==> config.mk <==
export PLATFORM = sky130hd
export DESIGN_NAME = break_value_generator
export DESIGN_NICKNAME = d
export VERILOG_FILES = /design/src/rtl/break_value_generator.sv
export SDC_FILE = /design/constraint.sdc
export NUM_CORES = 1
export LEC_CHECK = 0
export BUFFER_PORTS_ARGS = -buffer_cell sky130_fd_sc_hd__buf_4
export CORE_UTILIZATION = 40
export CTS_BUF_LIST = sky130_fd_sc_hd__clkbuf_8
export DETAILED_ROUTE_END_ITERATION = 6
export GPL_TIMING_DRIVEN = 0
export PLACE_DENSITY = 0.64
export REMOVE_ABC_BUFFERS = 1
export SETUP_SLACK_MARGIN = 0.5
export SYNTH_ARGS = -nofsm -noshare
export SYNTH_HDL_FRONTEND = slang
export SYNTH_SLANG_ARGS = --single-unit
==> constraint.sdc <==
create_clock -name clk -period 2.8 [get_ports clk]
set_clock_uncertainty 0.15 [all_clocks]
set_input_delay 0.56 -clock clk [delete_from_list [all_inputs] [get_ports clk]]
set_output_delay 0.56 -clock clk [all_outputs]
set_load 0.03 [all_outputs]
==> src/rtl/break_value_generator.sv <==
// Break-value producer for the local-search selector: for each literal of an
// unsatisfied clause, counts occurrences whose clause would become unsatisfied by the flip.
module break_value_generator #(
   parameter int NSAT                          = 3,
   parameter int MAX_CLAUSES_PER_VARIABLE      = 20,
   parameter int MAX_CLAUSES_PER_VARIABLE_BITS = 5,
   parameter int NSAT_BITS                     = 2,
   parameter int VAR_BITS                      = 8,
   parameter int CLAUSE_BITS                   = 10
) (
   input  logic                                            clk,
   input  logic                                            reset,
   input  logic                                            clause_valid_i,
   output logic                                            clause_ready_o,
   input  logic [NSAT*(VAR_BITS+1)-1:0]                    clause_lits_i,
   output logic                                            occ_rd_o,
   output logic [VAR_BITS+MAX_CLAUSES_PER_VARIABLE_BITS-1:0] occ_addr_o,
   input  logic [CLAUSE_BITS+1:0]                          occ_data_i,
   output logic                                            tc_rd_o,
   output logic [CLAUSE_BITS-1:0]                          tc_addr_o,
   input  logic [NSAT_BITS-1:0]                            tc_data_i,
   output logic                                            bv_valid_o,
   input  logic                                            bv_ready_i,
   output logic [NSAT*MAX_CLAUSES_PER_VARIABLE_BITS-1:0]   break_values_o,
   output logic [NSAT-1:0]                                 break_value_valid_o
);

   localparam int LW = VAR_BITS + 1;
   localparam int MB = MAX_CLAUSES_PER_VARIABLE_BITS;

   typedef enum logic [2:0] {IDLE, LIT, OCC, OCC_D, TC, TC_D, OUT} state_t;

   state_t                 state, state_nxt;
   logic [NSAT_BITS-1:0]   j, j_nxt;
   logic [MB-1:0]          k, k_nxt;
   logic [MB:0]            k_inc;
   logic [NSAT*LW-1:0]     lits_q;
   logic [CLAUSE_BITS-1:0] cid_q;
   logic [MB-1:0]          cnt [NSAT];
   logic [NSAT-1:0]        bvv_q;
   logic [VAR_BITS-1:0]    lit_var [NSAT];
   logic                   lit_neg [NSAT];
   logic                   accept, cnt_clr, cnt_inc, cid_load, adv_j, adv_k, last_j;
   logic                   e_valid, e_neg;

   for (genvar g = 0; g < NSAT; g++) begin : g_lit
      assign lit_var[g] = lits_q[g*LW +: VAR_BITS];
      assign lit_neg[g] = lits_q[g*LW + VAR_BITS];
      assign break_values_o[g*MB +: MB] = cnt[g];
   end

   assign e_valid = occ_data_i[CLAUSE_BITS+1];
   assign e_neg   = occ_data_i[CLAUSE_BITS];
   assign accept  = (state == IDLE) && clause_valid_i;
   assign last_j  = (j == NSAT_BITS'(NSAT-1));
   assign k_inc   = {1'b0, k} + 1'b1;

   always_comb begin
      state_nxt = state;
      j_nxt     = j;
      k_nxt     = k;
      cnt_clr   = 1'b0;
      cnt_inc   = 1'b0;
      cid_load  = 1'b0;
      adv_j     = 1'b0;
      adv_k     = 1'b0;
      case (state)
         IDLE: if (clause_valid_i) begin
            state_nxt = LIT;
            j_nxt     = '0;
         end
         LIT: begin
            cnt_clr = 1'b1;
            k_nxt   = '0;
            if (lit_var[j] == '0) adv_j = 1'b1;
            else                  state_nxt = OCC;
         end
         OCC:   state_nxt = OCC_D;
         OCC_D: begin
            cid_load = 1'b1;
            // Literal is false now, so an occurrence with equal polarity is also false and cannot break
            if (!e_valid)                adv_j = 1'b1;
            else if (e_neg == lit_neg[j]) adv_k = 1'b1;
            else                          state_nxt = TC;
         end
         TC:    state_nxt = TC_D;
         TC_D: begin
            cnt_inc = (tc_data_i == NSAT_BITS'(1));
            adv_k   = 1'b1;
         end
         OUT:   if (bv_ready_i) state_nxt = IDLE;
         default: state_nxt = IDLE;
      endcase

      if (adv_k) begin
         if (k_inc == (MB+1)'(MAX_CLAUSES_PER_VARIABLE)) adv_j = 1'b1;
         else begin
            k_nxt     = k_inc[MB-1:0];
            state_nxt = OCC;
         end
      end
      if (adv_j) begin
         if (last_j) state_nxt = OUT;
         else begin
            j_nxt     = j + 1'b1;
            state_nxt = LIT;
         end
      end
   end

   always_ff @(posedge clk) begin
      if (reset) begin
         state <= IDLE;
         j     <= '0;
         k     <= '0;
         bvv_q <= '0;
         for (int i = 0; i < NSAT; i++) cnt[i] <= '0;
      end else begin
         state <= state_nxt;
         j     <= j_nxt;
         k     <= k_nxt;
         if (accept) bvv_q <= '0;
         if (cnt_clr) begin
            cnt[j]   <= '0;
            bvv_q[j] <= (lit_var[j] != '0);
         end else if (cnt_inc) begin
            cnt[j] <= cnt[j] + 1'b1;
         end
      end
   end

   always_ff @(posedge clk) begin
      if (accept)   lits_q <= clause_lits_i;
      if (cid_load) cid_q  <= occ_data_i[CLAUSE_BITS-1:0];
   end

   assign clause_ready_o      = (state == IDLE);
   assign bv_valid_o          = (state == OUT);
   assign occ_rd_o            = (state == OCC);
   assign tc_rd_o             = (state == TC);
   assign occ_addr_o          = occ_rd_o ? {lit_var[j], k} : '0;
   assign tc_addr_o           = tc_rd_o ? cid_q : '0;
   assign break_value_valid_o = bvv_q;

endmodule
==> flow_metrics.env, run 1 <==
export IMPL_max_slew_margin_rel_pct=63.53
export IMPL_ys_flop_type="edfxtp_1"
export IMPL_grt_total_usage_pct=18.09
export IMPL_slowest_stage="dfxtp_4"
export IMPL_rsz0062_at_grt="yes"
export IMPL_area_growth_pct=35.06
export IMPL_grt_pass1_wl_mm=11.50
export IMPL_synth_area_per_cell_um2=12.31
export IMPL_die_area_um2=8520
export IMPL_synth_edf_count=57
export IMPL_yosysWarnings=0
export IMPL_ys_seq_area_share_pct=60.45
export IMPL_io_buffers=89
export IMPL_hold_violations=0
export IMPL_routabilityCongestion=0.7368
export IMPL_clk_path_buf_depth=2
export IMPL_stdcell_area_um2=4405
export IMPL_crit_family="compound AO/OA/AOI/OAI gates"
export IMPL_tightest_slew_ns=0.5459
export IMPL_ctsRootBufferMaster="clkbuf_8"
export IMPL_peakVddDrop_v=0.0002654
export IMPL_critPathMaxStageDelay_ns=0.37
export IMPL_rows=32
export IMPL_dp_slack_ns=-0.3670
export IMPL_synth_adder_area_share_pct=0.7672
export IMPL_antenna_found_initial=0
export IMPL_leakage_nw=1.774
export IMPL_max_cap_violations=0
export IMPL_yosys_mux_area_fraction_pct=7.672
export IMPL_cts_num_sinks=70
export IMPL_async_flop_share_pct=0
export IMPL_via_per_inst=5.130
export IMPL_synth_xor_area_share_pct=0.8055
export IMPL_insertion_delay_ns=0.34
export IMPL_synth_cell_type_count=50
export IMPL_switchingPower_mw=0.5919
export IMPL_synthSimpleGateAreaFrac_pct=17.34
export IMPL_overflow=0
export IMPL_cts_buffers=9
export IMPL_drt_iter0_drc=187
export IMPL_worstPathCellList="buf_8 -> buf_4 -> nand2b_1 -> a221oi_2 -> and2_4 -> nand2_1 -> a221o_1 -> o32ai_1"
export IMPL_setup_violations=0
export IMPL_synth_top_family_by_area="simple AND/OR/NAND/NOR gates"
export IMPL_worstSetupEndpointType="flip-flop"
export IMPL_path_buf_inv=2
export IMPL_fin_total_pwr_mw=2.384
export IMPL_synth_compound_area_share_pct=9.551
export IMPL_cp_start_kind="flip-flop"
export IMPL_period_needed_ns=2.236
export IMPL_die_y_um=92.31
export IMPL_start_util_pct=41.78
export IMPL_hpwlAfterDp_mm=4.947
export IMPL_layout_commonest_cell="buf_4"
export IMPL_core_area_um2=7807
export IMPL_status="complete, no violations"
export IMPL_grt_max_degree=28
export IMPL_hp_class="primary input to flip-flop"
export IMPL_ys_ff_latch=70
export IMPL_crit_type="flip-flop to flip-flop"
export IMPL_chipWidth_um=92.31
export IMPL_drc=0
export IMPL_final_cell_mix="99 x buf_4, 57 x edfxtp_1, 30 x nor2_1"
export IMPL_num_antenna_cells=0
export IMPL_cts_tree="yes"
export IMPL_crit_fanout=6
export IMPL_drv_slew=0
export IMPL_switching_share_pct=24.83
export IMPL_ios=90
export IMPL_comb_power_share_pct=14.3
export IMPL_max_freq_ghz=0.4473
export IMPL_post_drt_wl_per_cell_um=15.56
export IMPL_drtAntennaViolNets=0
export IMPL_pwr_share_seq_pct=51.6
export IMPL_grt_pass1_vias=2332
export IMPL_pwr_share_clk_pct=34.0
export IMPL_arrival_ns=2.32
export IMPL_dr_pass1_iters=4
export IMPL_period_share_pct=79.85
export IMPL_p_int_mw=1.792
export IMPL_wl_mm=7.331
export IMPL_syn_area_um2=3262
export IMPL_final_nets=411
export IMPL_p_per_area_nw_per_um2=541.1
export IMPL_crit_required_ns=2.89
export IMPL_num_vias=2416
export IMPL_placed_area_um2=3988
export IMPL_clkTransAtPathRegs_ns=0.07
export IMPL_syn_inst=265
export IMPL_htree_levels=3
export IMPL_setup_ws_ns=0.5642
export IMPL_drive_gt1_share_pct=41.73
cell type report:
| cell class | instances | area (um2) |
|---|---|---|
| fill | 685 | 3402 |
| sequential | 70 | 1988 |
| multi-input combinational | 170 | 1254 |
| timing repair buffer | 102 | 789.5 |
| clock buffer | 11 | 151.4 |
| tap | 102 | 127.6 |
| clock inverter | 5 | 48.80 |
| inverter | 11 | 46.29 |
power groups by stage:
stage	Combinational [mW]	Sequential, mW	Clock, mW
after global placement	0.314	1.25	0
after detailed placement	0.317	1.26	0
after floorplan	0.163	1.27	0
after global routing	0.370	1.24	0.886
final	0.342	1.23	0.811
after CTS	0.330	1.23	0.833
flip-flops by register name, summed over array words and instances, names as in the netlist, named ones only:
name	cells
cnt	20
lits_q	27
state	3
k	5
j	1
cid_q	10
break_value_valid_o	3
routing by layer:
| metal | global-route usage [%] | up-vias | wire, um |
|---|---|---|---|
| met5 | 0 | - | 0 |
| met4 | 7.813 | 0 | 118 |
| met3 | 4.105 | 10 | 381 |
| met2 | 28.95 | 83 | 3575 |
| met1 | 23.56 | 1134 | 3255 |
| li1 | - | 1189 | - |
cell usage after synthesis, types with 6 or more instances:
cell        n  share of area, %
clkbuf_1    9               1.0
a2bb2oi_1   7               1.9
mux2i_1    10               3.1
and2_1      6               1.2
nor2b_1     6               1.2
dfxtp_1    13               8.0
and3_1     13               2.5
inv_1      10               1.2
nor2_1     33               3.8
nand2_1    13               1.5
edfxtp_1   57                52
nand3_1     7               1.1
nor3_1      8               1.2
kinds of logic (layout without fill, tap and decap cells):
| group | after synthesis | in the layout |
|---|---|---|
| compound gates | 39 | 39 |
| simple gates | 107 | 108 |
| flops | 70 | 70 |
| fa+ha+maj | 2 | 2 |
| buf+inv | 26 | 129 |
| mux | 18 | 18 |
| xor+xnor | 3 | 3 |
final timing paths:
kind                                         from          to  slack [ns]  depth (start not counted)
worst min-delay path            clause_lits_i[21]  lits_q[21]        0.24                          1
worst max-delay path                         j[1]    state[0]        0.56                          8
worst max register to register               j[1]    state[0]        0.56                          8
worst min register to register               k[1]        k[1]        0.38                          2
repair_timing:
item | in CTS | in global routing
gates resized for setup | 17 | 13
setup buffers | 8 | 5
pin swaps | 1 | 3
gates cloned | 0 | 1
hold buffers | 0 | 0
endpoints found under the setup margin | 106 | 35
metrics by stage:
stage	setup TNS, ns	hold WS [ns]	util, %	instances
detailed placement	-4.235	0.3747	51.07	441
floorplan	0	0.3328	-	250
finish	0	0.2447	56.43	471
global route	0	0.2219	56.43	471
CTS	0	0.2285	55.14	465
global placement	-3.885	0.3647	51.07	441
Note: power is estimated with default switching activity, not from simulation.
==> inputs of run 2 (changes only) <==
--- a/config.mk
+++ b/config.mk
@@ -10,7 +10,7 @@
 export CTS_BUF_LIST = sky130_fd_sc_hd__clkbuf_8
 export DETAILED_ROUTE_END_ITERATION = 6
 export GPL_TIMING_DRIVEN = 0
-export PLACE_DENSITY = 0.64
+export PLACE_DENSITY = 0.66
 export REMOVE_ABC_BUFFERS = 1
 export SETUP_SLACK_MARGIN = 0.5
 export SYNTH_ARGS = -nofsm -noshare
==> constraint.sdc (replaced) <==
create_clock -name clk -period 2 [get_ports clk]
set_clock_uncertainty 0.15 [all_clocks]
set_input_delay 0.4 -clock clk [delete_from_list [all_inputs] [get_ports clk]]
set_output_delay 0.4 -clock clk [all_outputs]
set_load 0.03 [all_outputs]
==> flow_metrics.env, run 2 (synthesis results as in run 1) <==
export IMPL_htree_levels=3
export IMPL_cts_tree="yes"
export IMPL_rsz0062_at_grt="yes"
export IMPL_period_share_pct=111.2
export IMPL_core_area_um2=7807
export IMPL_crit_type="flip-flop to flip-flop"
export IMPL_cts_hold_buffers_added=0
export IMPL_rows=32
export IMPL_overflow=0
export IMPL_cts_buffers=9
export IMPL_grt_max_degree=20
export IMPL_p_int_mw=2.524
export IMPL_crit_required_ns=2.09
export IMPL_num_vias=2809
export IMPL_dr_wl_met2_mm=4.984
export IMPL_hold_violations=0
export IMPL_hpwlAfterDp_mm=4.922
export IMPL_dp_slack_ns=-1.179
export IMPL_insertion_delay_ns=0.35
export IMPL_setup_violations=21
export IMPL_clkTransAtPathRegs_ns=0.08
export IMPL_worstSetupEndpointType="flip-flop"
export IMPL_hp_class="primary input to flip-flop"
export IMPL_post_drt_wl_per_cell_um=18.77
export IMPL_start_util_pct=41.78
export IMPL_violations="setup timing"
export IMPL_stdcell_area_um2=5396
export IMPL_r2r_end="j[1]"
export IMPL_comb_power_share_pct=23.5
export IMPL_reg2reg_from="j[1]"
export IMPL_finalCoreUtilization_pct=69.12
export IMPL_die_y_um=92.31
export IMPL_die_area_um2=8520
export IMPL_pwr_share_clk_pct=28.1
export IMPL_switching_share_pct=28.88
export IMPL_final_nets=458
export IMPL_leakage_nw=2.103
export IMPL_via_per_inst=5.423
export IMPL_grt_pass1_wl_mm=13.56
export IMPL_arrival_ns=2.32
export IMPL_ctsRootBufferMaster="clkbuf_8"
export IMPL_reg2regPathDepth=6
export IMPL_largest_reg_flops=27
export IMPL_top_layer="met4"
export IMPL_hold_start="clause_lits_i[0]"
export IMPL_ios=90
export IMPL_antenna_found_initial=0
export IMPL_clk_path_buf_depth=2
export IMPL_drive_gt1_share_pct=63.46
export IMPL_io_buffers=89
export IMPL_dp_cells=441
export IMPL_met3_length_um=536
export IMPL_whs_ns=0.06678
export IMPL_min_delay_worst_endpoint="lits_q[0]"
export IMPL_peakVddDrop_v=0.0005267
export IMPL_r2r_setup_slack_ns=-0.22
export IMPL_chipWidth_um=92.31
export IMPL_p_per_area_nw_per_um2=657.7
export IMPL_max_cap_violations=0
export IMPL_placed_area_um2=3988
export IMPL_pwr_share_seq_pct=48.4
export IMPL_hold_path_cell_count=1
export IMPL_routabilityCongestion=0.7374
export IMPL_final_cell_mix="84 x buf_4, 57 x edfxtp_1, 57 x buf_6"
export IMPL_drt_met1_wl_mm=3.988
export IMPL_drt_iter0_drc=208
export IMPL_cp_start_kind="flip-flop"
export IMPL_tightest_slew_ns=0.4148
export IMPL_num_antenna_cells=0
export IMPL_max_freq_ghz=0.4496
export IMPL_fin_total_pwr_mw=3.549
export IMPL_finalSetupTns_ns=-1.966
export IMPL_drtAntennaViolNets=0
export IMPL_drc=0
export IMPL_cts_num_sinks=70
export IMPL_grt_pass1_vias=2653
export IMPL_max_slew_margin_rel_pct=72.20
export IMPL_crit_fanout=7
export IMPL_stdcell_count=518
export IMPL_grt_total_usage_pct=21.22
export IMPL_reg_largest_list="lits_q (27), cnt (20), cid_q (10)"
export IMPL_wl_mm=9.724
export IMPL_top_register="lits_q"
export IMPL_switchingPower_mw=1.025
export IMPL_setup_ws_ns=-0.2242
export IMPL_layout_commonest_cell="buf_4"
export IMPL_area_growth_pct=65.44
export IMPL_dr_pass1_iters=4
export IMPL_status="finished with violations"
export IMPL_drv_slew=0
export IMPL_period_needed_ns=2.224
## run 2: changes by cell type in the layout (fill, tap and decap cells not counted), sizes merged
cell      change
clkbuf        -2
clkinvlp      +2
nor2          +1
clkinv        +2
buf          +45
bufinv        -1
## run 2: worst max-delay path, cell delays in order, from the launching register on
cell and delay (ns):
dfxtp_4 0.42, mux2_4 0.33, or3_4 0.35, and2_4 0.17, o21a_4 0.22, a21boi_2 0.16, mux2_4 0.30
## run 2: power by group through the flow
stage / Clock, mW / Sequential [mW] / Combinational [mW]
after floorplan: 0 / 1.77 / 0.228
after global placement: 0 / 1.75 / 0.437
after detailed placement: 0 / 1.76 / 0.444
after CTS: 1.00 / 1.72 / 0.681
after global routing: 1.07 / 1.73 / 0.873
final: 0.997 / 1.72 / 0.833
## run 2: timing repair
action,in CTS,in global routing
pin swaps,32,33
setup endpoints to repair,119,128
setup buffers,42,15
cloned,4,0
gates resized for setup,103,82
## run 2: worst max path at each step
stage                     endpoint  start  cells after the start  slack, ns
after floorplan               j[1]   j[1]                      6      -0.64
after global placement        j[1]   j[1]                      6      -1.11
after detailed placement      j[1]   j[1]                      6      -1.18
after CTS                     j[1]   j[1]                      7      -0.17
after global routing          j[1]   k[1]                      7      -0.30
final                         j[1]   j[1]                      6      -0.22
## run 2: layout make-up
class / count / area, um2
clock buffer: 9 / 123.9
inverter: 11 / 55.05
timing repair inverter: 1 / 7.507
multi-input combinational: 171 / 1654
timing repair buffer: 147 / 1395
clock inverter: 7 / 42.54
sequential: 70 / 1991
fill: 524 / 2411
tap: 102 / 127.6
## run 2: metal layers
| metal | vias to the layer above | global-route usage [%] |
|---|---|---|
| met5 | - | 0 |
| met1 | 1400 | 26.45 |
| li1 | 1287 | - |
| met4 | 0 | 7.943 |
| met3 | 17 | 5.337 |
| met2 | 105 | 35.49 |
